<file path="src/rtl/resp_nibble_deserializer.sv">
// Rebuilds Snitch data responses from a 4-bit link stream.
// Optional read-parity nibble: define RESP_PARITY_EN.
module resp_nibble_deserializer #(
    parameter int DataWidth        = 32,
    parameter int OutstandingDepth = 2
) (
    input  logic                 clk,
    input  logic                 rst,
    input  logic                 req_push_i,
    input  logic                 req_write_i,
    output logic                 req_ready_o,
    input  logic [3:0]           nib_data_i,
    input  logic                 nib_valid_i,
    output logic                 nib_ready_o,
    output logic [DataWidth-1:0] data_pdata_o,
    output logic                 data_perror_o,
    output logic                 data_pvalid_o,
    input  logic                 data_pready_i,
    output logic                 busy_o
);

    localparam int NibN = DataWidth / 4;
    localparam int CntW = (NibN > 1) ? $clog2(NibN) : 1;
    localparam int PtrW = (OutstandingDepth > 1) ? $clog2(OutstandingDepth) : 1;
    localparam int OccW = $clog2(OutstandingDepth + 1);

    localparam logic [CntW-1:0] LastCnt = CntW'(NibN - 1);
    localparam logic [PtrW-1:0] LastPtr = PtrW'(OutstandingDepth - 1);
    localparam logic [OccW-1:0] FullOcc = OccW'(OutstandingDepth);

    localparam logic [1:0] S_IDLE    = 2'd0;
    localparam logic [1:0] S_COLLECT = 2'd1;
    localparam logic [1:0] S_HOLD    = 2'd2;
    localparam logic [1:0] S_PARITY  = 2'd3;

`ifdef RESP_PARITY_EN
    localparam logic [1:0] S_AFTER_DATA = S_PARITY;
`else
    localparam logic [1:0] S_AFTER_DATA = S_HOLD;
`endif

    logic [OutstandingDepth-1:0] typ_q;
    logic [PtrW-1:0]             wr_ptr;
    logic [PtrW-1:0]             rd_ptr;
    logic [OccW-1:0]             occ;
    logic                        q_full;
    logic                        q_empty;
    logic                        push;
    logic                        pop;
    logic                        head_write;

    logic [1:0]           state;
    logic [CntW-1:0]      cnt;
    logic [DataWidth-1:0] data_q;
    logic                 err_q;
    logic                 nib_acc;

    assign q_full     = (occ == FullOcc);
    assign q_empty    = (occ == '0);
    assign push       = req_push_i & ~q_full;
    assign pop        = data_pvalid_o & data_pready_i;
    assign head_write = typ_q[rd_ptr];
    assign nib_acc    = nib_valid_i & nib_ready_o;

    // Request-type FIFO; full is judged on current occupancy only.
    always_ff @(posedge clk) begin
        if (rst) begin
            typ_q  <= '0;
            wr_ptr <= '0;
            rd_ptr <= '0;
            occ    <= '0;
        end else begin
            if (push) begin
                typ_q[wr_ptr] <= req_write_i;
                wr_ptr <= (wr_ptr == LastPtr) ? '0 : wr_ptr + 1'b1;
            end
            if (pop) begin
                rd_ptr <= (rd_ptr == LastPtr) ? '0 : rd_ptr + 1'b1;
            end
            case ({push, pop})
                2'b10:   occ <= occ + 1'b1;
                2'b01:   occ <= occ - 1'b1;
                default: occ <= occ;
            endcase
        end
    end

    always_comb begin
        nib_ready_o = 1'b0;
        case (state)
            S_IDLE:    nib_ready_o = ~q_empty;
            S_COLLECT: nib_ready_o = 1'b1;
`ifdef RESP_PARITY_EN
            S_PARITY:  nib_ready_o = 1'b1;
`endif
            default:   nib_ready_o = 1'b0;
        endcase
    end

    always_ff @(posedge clk) begin
        if (rst) begin
            state  <= S_IDLE;
            cnt    <= '0;
            data_q <= '0;
            err_q  <= 1'b0;
        end else begin
            case (state)
                S_IDLE: begin
                    cnt <= '0;
                    if (nib_acc) begin
                        if (head_write) begin
                            data_q <= '0;
                            err_q  <= nib_data_i[0];
                            state  <= S_HOLD;
                        end else begin
                            data_q <= DataWidth'(nib_data_i);
                            err_q  <= 1'b0;
                            if (NibN == 1) begin
                                state <= S_AFTER_DATA;
                            end else begin
                                cnt   <= CntW'(1);
                                state <= S_COLLECT;
                            end
                        end
                    end
                end
                S_COLLECT: begin
                    if (nib_acc) begin
                        data_q[{cnt, 2'b00} +: 4] <= nib_data_i;
                        if (cnt == LastCnt) begin
                            cnt   <= '0;
                            state <= S_AFTER_DATA;
                        end else begin
                            cnt <= cnt + 1'b1;
                        end
                    end
                end
`ifdef RESP_PARITY_EN
                S_PARITY: begin
                    // Sender supplies even parity; any difference flags an error.
                    if (nib_acc) begin
                        err_q <= nib_data_i[0] ^ (^data_q);
                        state <= S_HOLD;
                    end
                end
`endif
                S_HOLD: begin
                    if (data_pready_i) begin
                        cnt   <= '0;
                        state <= S_IDLE;
                    end
                end
                default: begin
                    cnt   <= '0;
                    state <= S_IDLE;
                end
            endcase
        end
    end

    assign data_pdata_o  = data_q;
    assign data_perror_o = err_q;
    assign data_pvalid_o = (state == S_HOLD);
    assign req_ready_o   = ~q_full;
    assign busy_o        = (state != S_IDLE) | ~q_empty;

endmodule

</file>
<file path="config.mk">
export PLATFORM = sky130hd
export DESIGN_NAME = resp_nibble_deserializer
export DESIGN_NICKNAME = d
export VERILOG_FILES = /design/src/rtl/resp_nibble_deserializer.sv
export SDC_FILE = /design/constraint.sdc
export NUM_CORES = 1
export LEC_CHECK = 0
export CORE_UTILIZATION = 25
export CTS_CLUSTER_SIZE = 10
export DETAILED_ROUTE_END_ITERATION = 16
export HOLD_SLACK_MARGIN = 0.06
export SLEW_MARGIN = 20
export SYNTH_ARGS = -nofsm -noshare
export SYNTH_HDL_FRONTEND = slang
export SYNTH_SLANG_ARGS = --single-unit
export TNS_END_PERCENT = 1
</file>
<file path="constraint.sdc">
create_clock -name clk -period 4.9 [get_ports clk]
set_clock_uncertainty 0.15 [all_clocks]
set_input_delay 0.98 -clock clk [delete_from_list [all_inputs] [get_ports clk]]
set_output_delay 0.98 -clock clk [all_outputs]
set_load 0.01 [all_outputs]
</file>
## Word-level counts from Yosys, hierarchy flattened

Cells that the tools add are included.

- Add/subtract/negate cells: 6
- Order comparisons: 3
- Equality and inequality tests: 10
- Shift operators: 2
- Muxes and demuxes: 27
- Bitwise gates (word level): 6
- Reductions and logical operators: 10

Operator list:

| operator | number |
|---|---|
| 32-bit 2-to-1 mux | 2 |
| 32-bit one-hot mux with 2 select lines | 1 |
| 32-bit bitwise mux | 1 |
| 4-bit by 7-bit variable shift with 32-bit output (first input constant) | 1 |
| 4-bit by 7-bit indexed part select with 32-bit output | 1 |
| 2-bit 2-to-1 mux | 5 |
| 3-bit 2-to-1 mux | 3 |
| 3-bit one-hot mux with 3 select lines | 1 |
| 1-bit 2-to-1 mux | 8 |
| 5-bit negator with 7-bit output | 1 |
| 2-bit == test (second input constant) | 3 |
| 2-bit inequality test (second input constant) | 3 |
| 2-bit one-hot mux with 3 select lines | 1 |
| 2-bit nonzero test | 3 |
| 2-bit by 1-bit == test with 1-bit output (second input constant) | 2 |
| 2-bit logical NOT | 2 |
| 1-bit by 2-bit less-than comparator with 1-bit output (second input constant) | 2 |
| 4-bit 2-to-1 mux | 1 |
| 2-bit one-hot mux with 2 select lines | 1 |
| 2-bit AND reduction | 2 |
| 4-bit AND reduction | 1 |
| 3-bit by 1-bit adder with 3-bit output (second input constant) | 1 |
| 1-bit bitwise AND | 3 |
| 3-bit == test (second input constant) | 1 |
| other kinds (12) | 14 |

- Register bits: 44
- Input bits: 10
- Output and inout bits: 37
- Word-level logic and storage cells: 72

## Longest topological paths before layout

- Depth after elaboration: 6
- Mapped depth: 8
- Mapped depth without buffers: 7

## Worst setup path after synthesis

OpenSTA, ideal clock, no wires.

- Kind: input-to-reg
- From: in rst
- To: reg state[0]
- Setup time: 0.132 ns
- Data arrival time: 1.866 ns
- Required time: 4.618 ns
- Slack: 2.753 ns
- Cell stages on the path: 4
- Buffers on the path: 3
- Cells stage by stage: clkbuf_1 > clkbuf_1 > buf_1 > nor3_1

RTL lines:

| what | RTL line | RTL |
|---|---|---|
| from (decl) | 8 | `input logic rst,` |
| to (signal assigned) | 102 | `state <= S_IDLE;` |
| to (signal assigned) | 114 | `state <= S_HOLD;` |
| to (signal assigned) | 119 | `state <= S_AFTER_DATA;` |
| to (decl) | 52 | `logic [1:0] state;` |

No word-level cell between the ends.

## Worst setup path in the final report

- From: reg state[0]
- To: out nib_ready_o

- Longest elaborated chain between the ends: 2
- Elaborated cells on any way between the ends: 3
- Classes of those cells: eq/ne (1); mux (1); reduce/logical (1)

RTL lines:

| what | RTL line | RTL |
|---|---|---|
| 2-bit by 1-bit == test with 1-bit output or 2-bit logical NOT (tied branches) | 90 | `case (state)` |
| 1-bit one-hot mux with 2 select lines * | 90 |  |
| to (decl) | 14 | `output logic nib_ready_o,` |

Every way passes the cells marked *; elsewhere a longest branch is shown, timed or not.

==> parameters.txt <==
Parameter                              Value

Pwr
  Leak Pwr ... 0.860 nW
  Worst VDD drop ... 0.172 mV
  Cell Pwr Density ... 322 nW/um^2

Timing
  Summed negative setup slack over all endpoints ... 0 ns
  Highest clock frequency the design can meet ... 353 MHz
  Fraction of the cycle the final worst path needs ... 0.578
  Setup-failing EPs final ... 0
  Final worst-path setup slack ... a little over 2 ns
  Worst-margin pin slew ... 0.711 ns
  Max transition margin ... 0.524
  RSZ-0062 raised after global routing ... false
  Final Slew Violations ... 0
  Post-layout min period ... between 2 and 3 ns
  Endpoints failing hold ... 0

Worst setup path
  Data arrival time of the worst path ... 1.70 ns
  Type of element launching the critical path ... flip-flop
  Critical Path, Cell by Cell ... nor3_2 -> nor2_1 -> clkdlybuf4s50_1
  Launching element of the worst setup path ... state[0]$_SDFFE_PP0P_
  Family with the most delay on the worst path ... flip-flops
  Biggest cell delay along the critical path ... 0.61 ns
  Worst setup path class ... flip-flop to output pin
  Worst endpoint required time ... between 3 and 4 ns
  CP Capture Point ... nib_ready_o
  Reg2Reg Setup Slack ... 2.57 ns
  Path length in cells of the critical path ... 3
  R2r worst-path depth ... 7
  Reg-to-reg endpoint ... data_pdata_o[21]$_SDFFE_PP0P_
  Crit path max-delay cell type ... sky130_fd_sc_hd__dfxtp_1
  Total buffers and inverters traversed by the critical path ... 1
  Worst-path fanout max ... 11
  Worst reg2reg path startpoint ... cnt[0]$_SDFFE_PP0P_
  Crit path capture type ... output pin

Placed design
  Area of placed instances ... 2480 um^2
  Port-buffer cells ... 46
  HPWL after detailed placement ... 3320 um
  Routability Congestion ... 0.811
  Worst Setup Slack post-DPL ... about 1.9 ns

Die
  DIE AREA ... between 8000 and 9000 um^2
  Placeable core region ... 7330 um^2
  Core Rows ... 31
  Overall die width ... 89.7 um
  Count of pins on the block boundary ... 47
  Vertical die dimension ... 89.7 um
  Starting density of the core ... 0.262

GRT
  Pin count of the biggest net entering global routing ... 28
  Total Routing Usage GR ... 0.120
  Initial antenna violation count ... 0
  Remaining Overflow, GRT ... 0
  First-pass GRT wire length ... 7220 um
  Via count of the first global-routing pass ... 1478

Finish
  Area of all placed cells without fillers ... about 2600 um^2
  Filler instances ... 741
  Ratio of cells with drive above 1 in the final layout ... 0.0711
  Antenna cells ... 0
  Seq. cell area ... approximately 880 um^2
  Synth-to-layout area growth ... 34.9%
  Area taken by multi-input logic gates ... 991 um^2
  Final net count ... between 200 and 300

Clock tree
  Clk sinks ... 44
  Clock-pin slew on the worst setup and hold paths ... approximately 0.080 ns
  Root cell of the clock tree ... sky130_fd_sc_hd__clkbuf_8
  Number of gates resized after cts ... 0
  Post-CTS Hold Fix Bufs ... 0
  CTS tree ... yes
  H-tree depth ... 2
  Buffer count from post-CTS setup fixing ... 0
  Total CTS buffers ... 5
  Clock latency at the later pin of the worst-skew pair ... 0.29 ns
  Bufs on Longest Clock Path ... 2

Yosys
  Post-synthesis sequential element count ... 44
  Yosys cell types ... 42
  Portion of the post-synthesis area used by sequential elements ... 0.459
  Mapped Area ... 1920 um^2
  Yosys warns ... 0
  Main synth FF type ... sky130_fd_sc_hd__dfxtp_1
  Average instance area after synthesis ... just over 10 um^2
  Number of enable-type register cells in the synthesized netlist ... 0
  Share of synthesized registers carrying an async set or reset ... 0
  Post-synthesis net count ... 207
  Syn Inst Count ... about 190

Drt
  Via total after detailed routing ... 1610
  First drt pass iteration count ... 4
  Number of nets still failing antenna checks after routing ... 0
  Aggregate routed wire length ... approximately 4600 um
  Total met3 wirelength after detailed routing ... 172 um
  Detailed route wirelength on metal2 ... 2010 um
  Detailed router's first-iteration violation count ... 57
  Number of design rule violations left after detail routing ... 0
  Top sig layer ... met4
  Via-to-Cell Ratio ... roughly 4.8
  Routed len/inst ... between 10 and 15 um
  Met1 wire length ... 2390 um

Run
  Number of violations of the max-capacitance limit ... 0

Outcome
  Run status ... completed

Hold path
  Worst Hold Class ... flip-flop to flip-flop
[cells in the mapped netlist, types with 2 or more instances]
cell | instances | area, um^2
sky130_fd_sc_hd__ha_1 | 6 | 75.1
sky130_fd_sc_hd__o21ai_0 | 5 | 25.0
sky130_fd_sc_hd__inv_2 | 2 | 7.51
sky130_fd_sc_hd__or3_1 | 5 | 31.3
sky130_fd_sc_hd__nor3_1 | 4 | 20.0
sky130_fd_sc_hd__nand3b_1 | 3 | 22.5
sky130_fd_sc_hd__nor2_1 | 11 | 41.3
sky130_fd_sc_hd__o2bb2ai_1 | 24 | 210
sky130_fd_sc_hd__buf_2 | 3 | 15.0
sky130_fd_sc_hd__nand2_1 | 15 | 56.3
sky130_fd_sc_hd__mux2i_1 | 7 | 70.1
sky130_fd_sc_hd__clkbuf_1 | 3 | 11.3
sky130_fd_sc_hd__nand2b_1 | 11 | 68.8
sky130_fd_sc_hd__dfxtp_1 | 44 | 881
sky130_fd_sc_hd__xnor2_1 | 2 | 17.5
sky130_fd_sc_hd__a21oi_1 | 8 | 40.0
sky130_fd_sc_hd__inv_1 | 3 | 11.3
sky130_fd_sc_hd__o31ai_1 | 4 | 30.0
sky130_fd_sc_hd__a32o_1 | 8 | 80.1
[logic make-up after synthesis]
family | count (synthesis) | share of synthesized area
xor+xnor | 3 | 0.0137
flops | 44 | 0.459
mux | 8 | 0.0443
compound gates | 57 | 0.238
simple gates | 61 | 0.180
fa+ha+maj | 6 | 0.0391
buf+inv | 12 | 0.0254
[through the flow]
step                      power (W)  instances   util  hold WS, ns
after floorplan            0.000512        191      -        0.290
after global placement     0.000567        330  0.339        0.304
after detailed placement   0.000567        330  0.339        0.297
after CTS                  0.000840        338  0.353        0.322
after global routing       0.000874        338  0.353        0.337
final                      0.000833        338  0.353        0.321
[state kept, by name, summed over array words and instances (netlist names)]
signal         cells
data_pdata_o      32
typ_q              2
data_perror_o      1
cnt                3
occ                2
wr_ptr             1
state              2
rd_ptr             1
[how the worst min path moves through the flow]
stage / startpoint / endpoint / cells past startpoint
floorplan: wr_ptr$_SDFFE_PP0N_ / wr_ptr$_SDFFE_PP0N_ / 2
global placement: wr_ptr$_SDFFE_PP0N_ / wr_ptr$_SDFFE_PP0N_ / 2
detailed placement: data_pdata_o[17]$_SDFFE_PP0P_ / data_pdata_o[17]$_SDFFE_PP0P_ / 1
CTS: wr_ptr$_SDFFE_PP0N_ / wr_ptr$_SDFFE_PP0N_ / 2
global route: data_pdata_o[26]$_SDFFE_PP0P_ / data_pdata_o[26]$_SDFFE_PP0P_ / 1
finish: data_pdata_o[26]$_SDFFE_PP0P_ / data_pdata_o[26]$_SDFFE_PP0P_ / 1
[cell type report]
cell class	instances	share of cell area
clock buffers	6	0.0280
clock inverters	2	0.0135
multi-input cells	135	0.383
flip-flops and latches	44	0.340
inverters	5	0.00725
repair buffers	47	0.181
well taps	99	0.0478
[layer usage]
metal | global-route usage | up-vias
met3 | 0.0311 | 4
li1 | - | 805
met4 | 0.0433 | 0
met5 | 0 | -
met2 | 0.174 | 38
met1 | 0.170 | 763
[cells in the final DEF, fill, tap and decap left out, types with 2 or more instances in the layout]
| master | Yosys | layout |
|---|---|---|
| sky130_fd_sc_hd__nand2_1 | 15 | 15 |
| sky130_fd_sc_hd__a21oi_1 | 8 | 8 |
| sky130_fd_sc_hd__nand2b_1 | 11 | 11 |
| sky130_fd_sc_hd__nor3_1 | 4 | 4 |
| sky130_fd_sc_hd__ha_1 | 6 | 6 |
| sky130_fd_sc_hd__nand3b_1 | 3 | 3 |
| sky130_fd_sc_hd__clkdlybuf4s50_1 | 0 | 46 |
| sky130_fd_sc_hd__o2bb2ai_1 | 24 | 24 |
| sky130_fd_sc_hd__o31ai_1 | 4 | 4 |
| sky130_fd_sc_hd__nor2_1 | 11 | 11 |
| sky130_fd_sc_hd__inv_2 | 2 | 2 |
| sky130_fd_sc_hd__o21ai_0 | 5 | 5 |
| sky130_fd_sc_hd__mux2i_1 | 7 | 7 |
| sky130_fd_sc_hd__a32o_1 | 8 | 8 |
| sky130_fd_sc_hd__or3_1 | 5 | 5 |
| sky130_fd_sc_hd__xnor2_1 | 2 | 2 |
| sky130_fd_sc_hd__clkbuf_8 | 0 | 5 |
| sky130_fd_sc_hd__dfxtp_1 | 44 | 44 |
| sky130_fd_sc_hd__inv_1 | 3 | 3 |
[power by group]
part	switching [W]	internal, W	total (W)
logic	0.0000949	0.0000770	0.000172
registers	0.0000172	0.000370	0.000387
clock network	0.000123	0.000151	0.000274
(Power assumes the default switching activity.)
